<file path="src/rtl/store_write_buffer.sv">
// store_write_buffer
// Places right-justified store data into little-endian byte lanes, builds the
// byte-enable mask, queues accepted stores in a DEPTH-entry FIFO and drains
// them to data memory over a req/ack handshake. All memory-side outputs and
// status flags are registered.
// Optional build macro: STORE_BUF_COALESCE_EN lets an aligned store that hits
// the youngest queued word (when that entry is not the presented head) merge
// into it instead of allocating a new entry.
module store_write_buffer #(
    parameter int DEPTH = 4,
    parameter int AW    = 32
) (
    input  logic          clk,
    input  logic          reset_n,
    input  logic          st_valid,
    output logic          st_ready,
    input  logic [5:0]    st_opcode,
    input  logic [AW-1:0] st_addr,
    input  logic [31:0]   st_data,
    output logic          st_misaligned,
    output logic          mem_req,
    output logic [AW-3:0] mem_addr,
    output logic [31:0]   mem_wdata,
    output logic [3:0]    mem_be,
    input  logic          mem_ack,
    output logic          empty
);

    localparam int PW = (DEPTH > 1) ? $clog2(DEPTH) : 1;
    localparam int CW = PW + 1;
    localparam int WA = AW - 2;

    localparam logic [5:0]    OP_SB    = 6'b101000;
    localparam logic [5:0]    OP_SH    = 6'b101001;
    localparam logic [5:0]    OP_SW    = 6'b101011;
    localparam logic [CW-1:0] CNT_FULL = CW'(DEPTH);
    localparam logic [CW-1:0] CNT_TWO  = CW'(2);

    typedef struct packed {
        logic        ok;
        logic [3:0]  be;
        logic [31:0] data;
    } lane_t;

    // Lane placement for one store: ok=0 marks a misaligned or non-store opcode.
    function automatic lane_t place_lanes(input logic [5:0]  op,
                                          input logic [1:0]  a,
                                          input logic [31:0] d);
        lane_t r;
        r = '0;
        case (op)
            OP_SB: begin
                r.ok   = 1'b1;
                r.be   = 4'b0001 << a;
                r.data = {24'h000000, d[7:0]} << {a, 3'b000};
            end
            OP_SH: begin
                if (a == 2'b00) begin
                    r.ok   = 1'b1;
                    r.be   = 4'b0011;
                    r.data = {16'h0000, d[15:0]};
                end else if (a == 2'b10) begin
                    r.ok   = 1'b1;
                    r.be   = 4'b1100;
                    r.data = {d[15:0], 16'h0000};
                end else begin
                    r = '0;
                end
            end
            OP_SW: begin
                if (a == 2'b00) begin
                    r.ok   = 1'b1;
                    r.be   = 4'b1111;
                    r.data = d;
                end else begin
                    r = '0;
                end
            end
            default: r = '0;
        endcase
        return r;
    endfunction

    // Byte-wise merge: lanes enabled in new_be take the new data.
    function automatic logic [31:0] merge_bytes(input logic [31:0] old_d,
                                                input logic [31:0] new_d,
                                                input logic [3:0]  new_be);
        logic [31:0] r;
        r = old_d;
        for (int i = 0; i < 4; i++) begin
            if (new_be[i]) begin
                r[8*i +: 8] = new_d[8*i +: 8];
            end else begin
                r[8*i +: 8] = old_d[8*i +: 8];
            end
        end
        return r;
    endfunction

    // Entry storage
    logic [WA-1:0] addr_q [DEPTH];
    logic [31:0]   data_q [DEPTH];
    logic [3:0]    be_q   [DEPTH];

    // Control and presented-head registers
    logic [PW-1:0] rd_ptr_r;
    logic [PW-1:0] wr_ptr_r;
    logic [CW-1:0] count_r;
    logic          ready_r;
    logic          empty_r;
    logic          req_r;
    logic          mis_r;
    logic [WA-1:0] head_addr_r;
    logic [31:0]   head_data_r;
    logic [3:0]    head_be_r;

    // Next-state signals
    lane_t         lane_s;
    logic          offer_s;
    logic          accept_s;
    logic          reject_s;
    logic          pop_s;
    logic          merge_s;
    logic          alloc_s;
    logic [WA-1:0] st_word_s;
    logic [PW-1:0] young_s;
    logic [PW-1:0] wr_idx_s;
    logic [31:0]   wr_data_s;
    logic [3:0]    wr_be_s;
    logic [CW-1:0] count_nxt_s;
    logic [PW-1:0] rd_ptr_nxt_s;
    logic [PW-1:0] wr_ptr_nxt_s;
    logic [WA-1:0] head_addr_s;
    logic [31:0]   head_data_s;
    logic [3:0]    head_be_s;

    // Accept/reject decision, push/pop bookkeeping and next presented head.
    always_comb begin
        lane_s    = place_lanes(st_opcode, st_addr[1:0], st_data);
        offer_s   = st_valid && ready_r;
        accept_s  = offer_s && lane_s.ok;
        reject_s  = offer_s && !lane_s.ok;
        pop_s     = req_r && mem_ack;
        st_word_s = st_addr[AW-1:2];
        young_s   = wr_ptr_r - PW'(1);
`ifdef STORE_BUF_COALESCE_EN
        merge_s   = accept_s && (count_r >= CNT_TWO) && (addr_q[young_s] == st_word_s);
`else
        merge_s   = 1'b0;
`endif
        alloc_s   = accept_s && !merge_s;

        if (merge_s) begin
            wr_idx_s  = young_s;
            wr_be_s   = be_q[young_s] | lane_s.be;
            wr_data_s = merge_bytes(data_q[young_s], lane_s.data, lane_s.be);
        end else begin
            wr_idx_s  = wr_ptr_r;
            wr_be_s   = lane_s.be;
            wr_data_s = lane_s.data;
        end

        case ({alloc_s, pop_s})
            2'b10:   count_nxt_s = count_r + CW'(1);
            2'b01:   count_nxt_s = count_r - CW'(1);
            default: count_nxt_s = count_r;
        endcase

        if (pop_s) begin
            rd_ptr_nxt_s = rd_ptr_r + PW'(1);
        end else begin
            rd_ptr_nxt_s = rd_ptr_r;
        end

        if (alloc_s) begin
            wr_ptr_nxt_s = wr_ptr_r + PW'(1);
        end else begin
            wr_ptr_nxt_s = wr_ptr_r;
        end

        // The slot written this cycle may be the one presented next; forward it.
        if (count_nxt_s == '0) begin
            head_addr_s = '0;
            head_data_s = 32'h0000_0000;
            head_be_s   = 4'b0000;
        end else if (accept_s && (wr_idx_s == rd_ptr_nxt_s)) begin
            head_addr_s = st_word_s;
            head_data_s = wr_data_s;
            head_be_s   = wr_be_s;
        end else begin
            head_addr_s = addr_q[rd_ptr_nxt_s];
            head_data_s = data_q[rd_ptr_nxt_s];
            head_be_s   = be_q[rd_ptr_nxt_s];
        end
    end

    // Pointers, occupancy, status flags and the registered memory-side head.
    always_ff @(posedge clk or negedge reset_n) begin
        if (!reset_n) begin
            rd_ptr_r    <= '0;
            wr_ptr_r    <= '0;
            count_r     <= '0;
            ready_r     <= 1'b1;
            empty_r     <= 1'b1;
            req_r       <= 1'b0;
            mis_r       <= 1'b0;
            head_addr_r <= '0;
            head_data_r <= 32'h0000_0000;
            head_be_r   <= 4'b0000;
        end else begin
            rd_ptr_r    <= rd_ptr_nxt_s;
            wr_ptr_r    <= wr_ptr_nxt_s;
            count_r     <= count_nxt_s;
            ready_r     <= (count_nxt_s < CNT_FULL);
            empty_r     <= (count_nxt_s == '0);
            req_r       <= (count_nxt_s != '0);
            mis_r       <= reject_s;
            head_addr_r <= head_addr_s;
            head_data_r <= head_data_s;
            head_be_r   <= head_be_s;
        end
    end

    // Entry storage: allocation fills a fresh slot, coalescing rewrites the youngest.
    always_ff @(posedge clk or negedge reset_n) begin
        if (!reset_n) begin
            for (int i = 0; i < DEPTH; i++) begin
                addr_q[i] <= '0;
                data_q[i] <= 32'h0000_0000;
                be_q[i]   <= 4'b0000;
            end
        end else if (accept_s) begin
            addr_q[wr_idx_s] <= st_word_s;
            data_q[wr_idx_s] <= wr_data_s;
            be_q[wr_idx_s]   <= wr_be_s;
        end
    end

    assign st_ready      = ready_r;
    assign st_misaligned = mis_r;
    assign mem_req       = req_r;
    assign mem_addr      = head_addr_r;
    assign mem_wdata     = head_data_r;
    assign mem_be        = head_be_r;
    assign empty         = empty_r;

endmodule

</file>
<file path="config.mk">
export PLATFORM = sky130hd
export DESIGN_NAME = store_write_buffer
export DESIGN_NICKNAME = d
export VERILOG_FILES = /design/src/rtl/store_write_buffer.sv
export SDC_FILE = /design/constraint.sdc
export NUM_CORES = 1
export LEC_CHECK = 0
export ABC_AREA = 1
export CORE_MARGIN = 3
export CORE_UTILIZATION = 45
export DETAILED_ROUTE_END_ITERATION = 6
export REMOVE_ABC_BUFFERS = 1
export SKIP_CTS_REPAIR_TIMING = 1
export SLEW_MARGIN = 20
export SYNTH_ARGS = -nofsm -noshare
export SYNTH_HDL_FRONTEND = slang
export SYNTH_SLANG_ARGS = --single-unit
</file>
<file path="constraint.sdc">
create_clock -name clk -period 2.5 [get_ports clk]
set_input_delay 0.5 -clock clk [delete_from_list [all_inputs] [get_ports clk]]
set_output_delay 0.5 -clock clk [all_outputs]
set_load 0.005 [all_outputs]
</file>
==> impl_metrics.toml <==
[final_layout]
area_growth_pct = 26.13
drive_above_1_share_pct = 13.18
register_area_mm2 = 0.008536
final_area_mm2 = 0.01992
antenna_cells = 0
n_fill_cell = 3141
nets = 2174
multi_input_area_mm2 = 0.006132
fin_cells = 2565

[setup_path]
crit_type = "in -> reg"
crit_arrival_ps = 2850
path_max_fanout = 6
end_kind = "flop"
crit_path_start_kind = "input port"
critical_path.cell_chain = "clkbuf_2 > inv_1 > o211ai_1 > nand2_2 > nand2_4 > ha_2 > inv_2 > fa_2 > a21oi_2 > o21ai_0 > xor2_1 > inv_2 > nand2_8 > clkbuf_16 > nand2_1 > nor2_1"
crit_path_max_incr_delay_ps = 340
crit_path_frequent_cell = "inv_2"
crit_path_top_delay_cell = "fa_2"
worstPathRequired_ps = 2950

[power_and_ir_drop]
switching_share_pct = 34.18
p_int_mw = 13.27
vdd_ir_drop_max_mv = 0.7873
p_switching_mw = 6.894
seqPwrFrac_pct = 33.3
total_power_mw = 20.17
comb_power_share_pct = 40.2
p_per_area_mw_per_mm2 = 1012
clockPowerShare_pct = 26.5
leakage_nw = 9.776

[route]
firstDrtPassIters = 7
drt_wl_total_mm = 42.70
post-route-drc-count = 0
ant_nets = 0
num_vias = 13010
viasPerCell = 5.071
wl_per_cell_um = 16.65
drt-initial-drc-count = 907

[timing]
worst_slew_pin_slew_ps = 669.6
hold_viol_final = 18
timing.hold.ws_ps = -8.395
clock.fmax_ghz = 0.4166
finClkSkew_ps = 9.995
relSlewSlack_pct = 55.36
fin_crit_sh_pct = 96.00
setup_viol = 0
slew_viol_final = 0
period_needed_ps = 2400
tns_ps = 0

[placed_design]
placed_area_mm2 = 0.01852
place_inst = 2492
dpl.hpwl_mm = 27.92
place_congestion = 0.8002
port_buffers = 143

[synth]
synth_area_mm2 = 0.01580
synth_top_area_share_pct = 53.71
synth_edf_count = 0
syn_avg_cell_area_um2 = 8.261
yosys_warnings = 0
synth_area_leader_cell = "dfrtp_1"
synth_async_sr_flop_share_pct = 100.0
synthFlopType = "dfrtp_1"
synth.top_cells.by_area = "dfrtp_1 54%, nand2_1 14%, o211ai_1 5.9%, o21ai_0 5.6%, nor2_1 3.8%"
ys_top_cells_by_count = "600 x nand2_1, 339 x dfrtp_1, 177 x o21ai_0, 160 x nor2_1, 149 x inv_1"
syn_inst = 1912
synth_seq_cells = 341
synth.most_common_cell = "nand2_1"
synth_cell_type_count = 29
yosysSeqAreaShare_pct = 54.04

[cts]
root_buffer = "clkbuf_16"
path_clk_slew_ps = 60
clock_sinks = 341
cts_inserted_buffers = 38
cts.htree.levels = 2
cts_tree = "built"
clk_latency_ps = 520
cts_buffer_depth = 3

[floorplanning]
die_area_mm2 = 0.03738
pin_count = 144
coreArea_mm2 = 0.03404
die_y_um = 193.4
start_util_pct = 46.41
row_count = 67
fp.dieW_um = 193.4

[job]
max-cap-violations = 0

[hold_path]
hold_class = "in -> async"

[run_status]
violations = "negative hold slack"
status = "finished with violations"

[grt]
grt_overflow = 0
grt_pass1_wl_mm = 69.46
antenna_found_initial = 0
grt_pass1_vias = 12770
grt_max_degree = 78
track_usage_pct = 22.51
## critical path: cells and delay by family
family                   cells  cell delay [ps]
AO/OA/AOI/OAI                3              430
XOR/XNOR                     1              220
adder cells (fa/ha/maj)      2              510
buffers and inverters        5              600
AND/OR/NAND/NOR              5              560
## flip-flops by register name, summed over array words and instances, names as in the netlist, 2 cells and up
name / flops
addr_q: 120
mem_be: 4
wr_idx_s: 2
data_q: 128
rd_ptr_r: 2
be_q: 16
mem_wdata: 32
mem_addr: 30
count_r: 3
## power groups by stage
| stage | Sequential (mW) | Clock (mW) | Combinational, mW |
|---|---|---|---|
| 2_1_floorplan | 6.70 | 0 | 3.58 |
| 3_3_place_gp | 6.82 | 0 | 7.52 |
| 3_5_place_dp | 6.81 | 0 | 7.64 |
| 4_1_cts | 6.73 | 5.47 | 7.67 |
| 5_1_grt | 6.80 | 5.72 | 9.00 |
| 6_report | 6.72 | 5.35 | 8.10 |
## routing by layer
metal / share of wire, % / vias up / global-route usage, %
met3: 4.7 / 49 / 2.835
met2: 45 / 272 / 36.21
met5: 0 / - / 0
met1: 48 / 6196 / 33.24
met4: 1.7 / 0 / 4.366
li1: - / 6489 / -
## cells in the final DEF, fill, tap and decap left out, types with 2 or more instances in the layout
master / netlist / layout
nand2_2: 4 / 5
clkinv_2: 0 / 7
o21ai_1: 92 / 92
clkinv_4: 0 / 2
nand2_1: 600 / 594
clkdlybuf4s50_1: 0 / 134
or2_2: 64 / 64
dfstp_2: 2 / 2
xor2_1: 2 / 2
nor2_8: 2 / 2
buf_4: 20 / 75
clkbuf_8: 0 / 7
o211ai_1: 125 / 125
buf_12: 0 / 40
nor2_2: 1 / 3
clkbuf_1: 43 / 7
inv_2: 4 / 8
nand3_1: 53 / 52
ha_1: 5 / 4
dfrtp_1: 339 / 339
dlymetal6s2s_1: 0 / 7
clkinv_1: 2 / 2
nor2_1: 160 / 156
o21ai_0: 177 / 177
inv_1: 149 / 143
nor2_4: 2 / 4
nand2_4: 1 / 6
clkbuf_16: 0 / 43
## path summary, 6_finish.rpt
check                                        from                      end  slack, ps  cells after the start
min                                       reset_n  addr_q[110]$_DFFE_PN0P_         -8                      1
max reg2reg                    st_ready$_DFF_PN1_  mem_wdata[16]$_DFF_PN0_        120                     15
min in group clk           data_q[21]$_DFFE_PN0P_   data_q[21]$_DFFE_PN0P_        480                      2
max                                    st_addr[0]  mem_wdata[16]$_DFF_PN0_        100                     16
max in group asynchronous                 reset_n          empty$_DFF_PN1_       1770                      2
min reg2reg                data_q[21]$_DFFE_PN0P_   data_q[21]$_DFFE_PN0P_        480                      2
## through the flow
step / setup WS (ps) / util [%]
6_report: 99.88 / 58.54
5_1_grt: -31.22 / 58.54
4_1_cts: -363.8 / 57.89
3_5_place_dp: -911.5 / 54.41
3_3_place_gp: -824.1 / 54.41
2_1_floorplan: -3075 / -
## layout make-up
class | instances | share of cell area, %
multi-input cells | 1295 | 30.78
inverters | 155 | 2.939
flip-flops and latches | 341 | 42.84
clock inverters | 10 | 0.4333
clock buffers | 53 | 5.514
repair buffers | 263 | 14.68
well taps | 448 | 2.814
## kinds of logic (layout without fill, tap and decap cells)
logic type,Yosys count,count (layout),synth area share (%)
simple gates,889,890,23.01
compound gates,396,396,14.53
flops,341,341,54.04
buf+inv,277,481,7.731
fa+ha+maj,6,6,0.5228
xor+xnor,3,3,0.1664
No activity file was read; power rests on OpenSTA's default activity.
